--- src/rtl/rs232_pkg.sv ---
// Shared definitions for the RS-232 pair: receiver state encoding, frame width
// and the baud divider so both directions derive the same bit timing.
package rs232_pkg;

  localparam int DATA_BITS = 8;

  typedef enum logic [2:0] {
    IDLE  = 3'd0,
    START = 3'd1,
    DATA  = 3'd2,
    STOP  = 3'd3,
    BREAK = 3'd4
  } rx_state_e;

  // System clocks per oversampling tick, truncated.
  function automatic int calc_div(input int clk_freq, input int baud, input int os_rate);
    return clk_freq / (baud * os_rate);
  endfunction

  function automatic logic maj3(input logic a, input logic b, input logic c);
    return (a & b) | (a & c) | (b & c);
  endfunction

endpackage

--- src/rtl/rs232_receive_os_if.sv ---
// Receiver-side signal bundle: serial line in, recovered byte and status out,
// plus the FSM state for observation.
interface rs232_receive_os_if;
  import rs232_pkg::*;

  // valid/frame_err are single-cycle strobes with no backpressure: the byte on
  // data_receive is new exactly in the cycle valid is high and holds until the
  // next valid; valid and frame_err never assert together.
  logic                 serial_in;
  logic [DATA_BITS-1:0] data_receive;
  logic                 valid;
  logic                 frame_err;
  logic                 busy;
  rx_state_e            state;

  modport master (
    input  serial_in,
    output data_receive, valid, frame_err, busy, state
  );

  modport slave (
    output serial_in,
    input  data_receive, valid, frame_err, busy, state
  );

endinterface

--- src/rtl/rs232_baud_tick.sv ---
// Oversampling tick generator: one-cycle pulse every DIV clocks, restartable so
// the tick phase can be locked to a detected line edge.
module rs232_baud_tick
  import rs232_pkg::*;
#(
  parameter int CLK_FREQ = 50000000,
  parameter int BAUD     = 115200,
  parameter int OS_RATE  = 16
) (
  input  logic clk,
  input  logic rst_n,
  input  logic clear_i,
  output logic tick_o
);

  localparam int DIV = calc_div(CLK_FREQ, BAUD, OS_RATE);
  localparam int CW  = (DIV > 1) ? $clog2(DIV) : 1;
  localparam logic [CW-1:0] LAST = CW'(DIV - 1);

  logic [CW-1:0] cnt_q;

  always_ff @(posedge clk) begin
    if (!rst_n || clear_i) begin
      cnt_q <= '0;
    end else if (cnt_q == LAST) begin
      cnt_q <= '0;
    end else begin
      cnt_q <= cnt_q + 1'b1;
    end
  end

  assign tick_o = (cnt_q == LAST) && !clear_i;

endmodule

--- src/rtl/rs232_receive_os.sv ---
// Oversampling 8N1 receiver: start-bit qualification, 2-of-3 mid-bit voting,
// framing-error reporting and break hold-off.
module rs232_receive_os
  import rs232_pkg::*;
#(
  parameter int CLK_FREQ = 50000000,
  parameter int BAUD     = 115200,
  parameter int OS_RATE  = 16
) (
  input  logic               clk,
  input  logic               rst_n,
  rs232_receive_os_if.master rx_if
);

  localparam int SW = $clog2(OS_RATE);
  localparam logic [SW-1:0] S_LAST = SW'(OS_RATE - 1);
  localparam logic [SW-1:0] S_V0   = SW'(OS_RATE / 2 - 1);
  localparam logic [SW-1:0] S_V1   = SW'(OS_RATE / 2);
  localparam logic [SW-1:0] S_V2   = SW'(OS_RATE / 2 + 1);
  localparam logic [2:0]    B_LAST = 3'(DATA_BITS - 1);

  rx_state_e            state_q;
  logic                 sync1_q, rx_s_q;
  logic [1:0]           fill_q;
  logic                 idle_seen_q;
  logic [SW-1:0]        scnt_q;
  logic [2:0]           bcnt_q;
  logic [1:0]           smp_q;
  logic                 vote_q;
  logic [DATA_BITS-1:0] shreg_q, data_q;
  logic                 valid_q, ferr_q;

  logic          tick, tick_clr, vote_d, sampling;
  logic [SW-1:0] scnt_d;

  // In BREAK the tick counter only runs while the line is high, so a tick
  // there means one full tick period of idle line.
  assign tick_clr = (state_q == IDLE) || ((state_q == BREAK) && !rx_s_q);
  assign vote_d   = maj3(smp_q[0], smp_q[1], rx_s_q);
  assign scnt_d   = (scnt_q == S_LAST) ? '0 : scnt_q + 1'b1;
  assign sampling = tick && (state_q inside {START, DATA, STOP});

  rs232_baud_tick #(
    .CLK_FREQ(CLK_FREQ),
    .BAUD    (BAUD),
    .OS_RATE (OS_RATE)
  ) u_tick (
    .clk    (clk),
    .rst_n  (rst_n),
    .clear_i(tick_clr),
    .tick_o (tick)
  );

  always_ff @(posedge clk) begin
    if (!rst_n) begin
      sync1_q     <= 1'b1;
      rx_s_q      <= 1'b1;
      fill_q      <= '0;
      idle_seen_q <= 1'b0;
      state_q     <= IDLE;
      scnt_q      <= '0;
      bcnt_q      <= '0;
      smp_q       <= '0;
      vote_q      <= 1'b0;
      shreg_q     <= '0;
      data_q      <= '0;
      valid_q     <= 1'b0;
      ferr_q      <= 1'b0;
    end else begin
      sync1_q <= rx_if.serial_in;
      rx_s_q  <= sync1_q;
      // rx_s only reflects the real line once the reset values have flushed.
      fill_q  <= {fill_q[0], 1'b1};
      if (fill_q[1] && rx_s_q) idle_seen_q <= 1'b1;
      valid_q <= 1'b0;
      ferr_q  <= 1'b0;

      if (sampling) begin
        scnt_q <= scnt_d;
        if (scnt_q == S_V0) smp_q[0] <= rx_s_q;
        if (scnt_q == S_V1) smp_q[1] <= rx_s_q;
        if (scnt_q == S_V2) vote_q   <= vote_d;
      end

      case (state_q)
        IDLE: begin
          if (idle_seen_q && !rx_s_q) begin
            state_q <= START;
            scnt_q  <= '0;
            bcnt_q  <= '0;
          end
        end
        START: begin
          if (tick && (scnt_q == S_V2) && vote_d) begin
            state_q <= IDLE;
          end else if (tick && (scnt_q == S_LAST)) begin
            state_q <= DATA;
            bcnt_q  <= '0;
          end
        end
        DATA: begin
          if (tick && (scnt_q == S_LAST)) begin
            shreg_q <= {vote_q, shreg_q[DATA_BITS-1:1]};
            bcnt_q  <= bcnt_q + 3'd1;
            if (bcnt_q == B_LAST) state_q <= STOP;
          end
        end
        STOP: begin
          // Leave mid-stop-bit so the next start edge is never missed.
          if (tick && (scnt_q == S_V2)) begin
            if (vote_d) begin
              data_q  <= shreg_q;
              valid_q <= 1'b1;
              state_q <= IDLE;
            end else begin
              ferr_q  <= 1'b1;
              state_q <= BREAK;
            end
          end
        end
        BREAK: begin
          if (tick) state_q <= IDLE;
        end
        default: state_q <= IDLE;
      endcase
    end
  end

  assign rx_if.data_receive = data_q;
  assign rx_if.valid        = valid_q;
  assign rx_if.frame_err    = ferr_q;
  assign rx_if.busy         = (state_q != IDLE);
  assign rx_if.state        = state_q;

endmodule

--- src/flat_wrapper.sv ---
// flat-port wrapper written by rule: the top's interface ports become plain ports
module rs232_receive_os_flat import rs232_pkg::*;
#(
  parameter int CLK_FREQ = 50000000,
  parameter int BAUD     = 115200,
  parameter int OS_RATE  = 16
)
  (clk, rst_n, rx_if_serial_in, rx_if_data_receive, rx_if_valid, rx_if_frame_err, rx_if_busy, rx_if_state);
  rs232_receive_os_if rx_if_i ();
  input  logic clk;
  input  logic rst_n;
  input wire logic [$bits(rx_if_i.serial_in)-1:0] rx_if_serial_in;
  output wire logic [$bits(rx_if_i.data_receive)-1:0] rx_if_data_receive;
  output wire logic [$bits(rx_if_i.valid)-1:0] rx_if_valid;
  output wire logic [$bits(rx_if_i.frame_err)-1:0] rx_if_frame_err;
  output wire logic [$bits(rx_if_i.busy)-1:0] rx_if_busy;
  output wire logic [$bits(rx_if_i.state)-1:0] rx_if_state;
  assign rx_if_i.serial_in = rx_if_serial_in;
  assign rx_if_data_receive = rx_if_i.data_receive;
  assign rx_if_valid = rx_if_i.valid;
  assign rx_if_frame_err = rx_if_i.frame_err;
  assign rx_if_busy = rx_if_i.busy;
  assign rx_if_state = rx_if_i.state;
  rs232_receive_os #(.CLK_FREQ(CLK_FREQ), .BAUD(BAUD), .OS_RATE(OS_RATE)) u_core (.clk(clk), .rst_n(rst_n), .rx_if(rx_if_i));
endmodule
--- config.mk ---
export PLATFORM = sky130hd
export DESIGN_NAME = rs232_receive_os_flat
export DESIGN_NICKNAME = d
export VERILOG_FILES = /design/src/rtl/rs232_pkg.sv /design/src/rtl/rs232_receive_os_if.sv /design/src/rtl/rs232_baud_tick.sv /design/src/rtl/rs232_receive_os.sv /design/src/flat_wrapper.sv
export SDC_FILE = /design/constraint.sdc
export NUM_CORES = 1
export LEC_CHECK = 0
export CORE_ASPECT_RATIO = 0.6
export CORE_MARGIN = 3
export CORE_UTILIZATION = 59
export DETAILED_ROUTE_END_ITERATION = 7
export HOLD_SLACK_MARGIN = 0.15
export PLACE_DENSITY = 0.87
export SKIP_CTS_REPAIR_TIMING = 1
export SYNTH_ARGS = -nofsm -noshare
export SYNTH_HDL_FRONTEND = slang
export SYNTH_HIERARCHICAL = 1
export SYNTH_SLANG_ARGS = --single-unit
export TNS_END_PERCENT = 20
--- constraint.sdc ---
create_clock -name clk -period 3.8 [get_ports clk]
set_clock_uncertainty 0.2 [all_clocks]
set_input_delay 0.38 -clock clk [delete_from_list [all_inputs] [get_ports clk]]
set_output_delay 0.38 -clock clk [all_outputs]
set_load 0.005 [all_outputs]
==> run_results.csv <==
group,metric,value,unit
grt,grt_util_all_layers,22.3,%
clock_network,clock_latency,0.29,ns
worst_setup_path,cp_max_fo,13,
routing,top_layer,"met4",
finish,multi_input_comb_area,847,sq um
routing,wl_per_cell,15.2,um
worst_setup_path,critPathLaunch,"u_core/rx_if.state[0]",
routing,wl_met2,1680,um
grt,antenna_found_initial,0,
worst_setup_path,critPathCaptureType,"flip-flop",
worst_setup_path,worstPathRequired,3.78,ns
logic_synthesis,ys_dominant_reg_cell,"dfxtp_1",
sta,worst_pin_slew,0.629,ns
routing,ant_nets,0,
worst_hold_path,hp-start,"u_core/sync1_q",
sta,post-route-min-period,2.93,ns
logic_synthesis,ys_types,42,
worst_setup_path,timing.rr.end,"u_core/rx_if.data_receive[5]",
logic_synthesis,synth_warnings,6,
logic_synthesis,synth_edf_count,0,
pwr,vdd_drop_max,0.313,mV
worst_setup_path,max_stage_delay,0.57,ns
clock_network,clkSinkCount,41,
finish,regArea,821,sq um
worst_setup_path,r2r_cells,7,
die,start_util,65.6,%
sta,setup_tns,0,ns
clock_network,clock_path_buffers,2,
routing,firstDrtPassIters,4,
sta,fmax,0.342,GHz
sta,period_share,77.0,%
logic_synthesis,synth.net_count,202,
sta,rsz0062_at_grt,"false",
grt,grt_pass1_wl,6130,um
pwr,powerDensity,401,mW/mm^2
die,core_area,0.00265,sq mm
clock_network,cts_buffers,5,
logic_synthesis,synthDominantCellAreaShare,47.3,%
routing,drc,0,
routing,dr_wl_met3,269,um
place,numPortBuffers,16,
place,pre_cts_ws,1.05,ns
clock_network,cts_tree,"built",
finish,drive_above_1_share,5.77,%
clock_network,htreeDepth,2,
logic_synthesis,synth.yosys.seq_area_share,47.3,%
routing,first_iter_violations,173,
finish,nFillCells,174,
worst_hold_path,hold_end,"u_core/rx_s_q",
place,gp_congestion,0.936,
die,std_cell_rows,14,
worst_setup_path,regToRegStartpoint,"u_core/rx_if.state[0]",
worst_setup_path,crit_path_start_kind,"flip-flop",
worst_hold_path,hold_path_class,"reg -> reg",
die,die_y,48.0,um
worst_hold_path,min_path_cells,1,
grt,grt_max_degree,19,
place,place_hpwl,2600,um
logic_synthesis,synth_top_cell_by_area,"dfxtp_1",
die,die_x,76.0,um
routing,vias,1420,
die,io_pins,17,
worst_setup_path,cp_slowest_cell,"dfxtp_1",
finish,syn2layout_area_growth,17.2,%
sta,relSlewSlack,57.8,%
logic_synthesis,yosys-top-cells-area,"dfxtp_1 (47%), a21oi_1 (5.8%), mux2i_1 (5.8%), nor2_1 (5.2%), ha_1 (5.1%)",
clock_network,cts_root_buf,"clkbuf_8",
die,die-area,0.00365,sq mm
sta,setup_viol,0,
logic_synthesis,syn_area,0.00173,sq mm
worst_setup_path,path_class,"reg -> reg",
logic_synthesis,synth_async_sr_flop_share,0,%
flow_run,cap_violations,0,
clock_network,clk_pin_slew,0.07,ns
sta,finalMaxSlewViolations,0,
sta,layout_setup_ws,0.872,ns
routing,wl,3760,um
finish,fin_nets,217,
routing,avgViaCountPerCell,5.73,
run_status,status,"completed",
worst_setup_path,rrSetupSlack,0.87,ns
worst_setup_path,path_cells,"or2_2, a21oi_1, nor2_1, and4b_1, nand4bb_1, mux2i_1, nor2_1",
grt,grt_pass1_vias,1295,
finish,antenna_cells,0,
logic_synthesis,syn_avg_cell_area,9.03,sq um
pwr,leakagePower,0.781,nW
worst_setup_path,arrival,2.91,ns
routing,drt-met1-wl,1780,um
sta,finalHoldViolCount,0,
logic_synthesis,syn_inst,192,
grt,grt.overflow.total,0,
logic_synthesis,synth_common_cells,"dfxtp_1 (41), nor2_1 (24), nand2_1 (22)",
logic_synthesis,ys_ff_latch,41,
worst_setup_path,timing.critical_path.mode_cell,"nor2_1",
logic_synthesis,yosysMostFrequentCell,"dfxtp_1",
==> layout by cell type (no fill, tap or decap), types with 6 or more instances in the layout <==
master | netlist | layout
a21oi_1 | 20 | 20
clkbuf_8 | 0 | 6
clkdlybuf4s50_1 | 0 | 16
dfxtp_1 | 41 | 41
ha_1 | 7 | 7
mux2i_1 | 10 | 10
nand2_1 | 22 | 22
nand3_1 | 7 | 7
nor2_1 | 24 | 24
==> worst max-delay path by stage <==
stage,to,slack (ns),cells past startpoint
after floorplan,u_core/rx_if.state[2],1.58,9
after global placement,u_core/rx_if.data_receive[0],1.30,7
after detailed placement,u_core/rx_if.data_receive[5],1.05,7
after CTS,u_core/rx_if.data_receive[5],0.96,7
after global routing,u_core/rx_if.data_receive[4],0.68,7
final,u_core/rx_if.data_receive[5],0.87,7
==> cell families (layout without fill, tap and decap cells) <==
group / after synthesis / after routing / share of synthesized area, %
buffers and inverters: 16 / 32 / 3.82
AND/OR/NAND/NOR: 77 / 77 / 22.2
XOR/XNOR: 5 / 5 / 2.53
multiplexers: 10 / 10 / 5.77
flip-flops: 41 / 41 / 47.3
AO/OA/AOI/OAI: 35 / 35 / 12.8
adder cells (fa/ha/maj): 8 / 8 / 5.63
==> state kept, by name, summed over array words and instances (netlist names), 2 cells and up <==
signal                     cells
u_core/rx_if.data_receive      8
u_core/shreg_q                 8
u_core/u_tick/cnt_q            5
u_core/scnt_q                  4
u_core/bcnt_q                  3
u_core/rx_if.state             3
u_core/fill_q                  2
u_core/smp_q                   2
==> where the power goes <==
group | internal (mW) | switching [mW] | leakage (nW)
clock network | 0.214 | 0.142 | 0.0585
logic | 0.00832 | 0.0134 | 0.391
registers | 0.433 | 0.00306 | 0.332
total | 0.655 | 0.159 | 0.781
==> metal layers <==
layer	up-vias	GRT usage, %
met5	-	0
met4	0	10.5
met3	6	6.02
met2	56	34.7
met1	666	29.9
li1	692	-
==> worst max-delay path: cells and delay by family, from the launching register on <==
| family | cells | cell delay, ns |
|---|---|---|
| flops | 1 | 0.57 |
| mux | 1 | 0.36 |
| compound gates | 1 | 0.07 |
| simple gates | 5 | 1.62 |
==> cell type report <==
type                            count  share of cell area [%]
Clock buffer                        7                    4.25
Clock inverter                      1                    1.48
Inverter                            6                    1.11
Multi-Input combinational cell    135                    41.7
Sequential cell                    41                    40.4
Tap cell                           40                    2.46
Timing Repair Buffer               18                    8.62
==> through the flow <==
step / hold WS [ns] / total power, mW / instance area (sq um) / instances / utilization [%]
2_1_floorplan: 0.186 / 0.459 / 1730 / 192 / -
3_3_place_gp: 0.189 / 0.466 / 1920 / 240 / 72.4
3_5_place_dp: 0.199 / 0.467 / 1920 / 240 / 72.4
4_1_cts: 0.217 / 0.819 / 2030 / 248 / 76.8
5_1_grt: 0.264 / 0.839 / 2030 / 248 / 76.8
6_report: 0.222 / 0.814 / 2030 / 248 / 76.8
(Power assumes the default switching activity.)
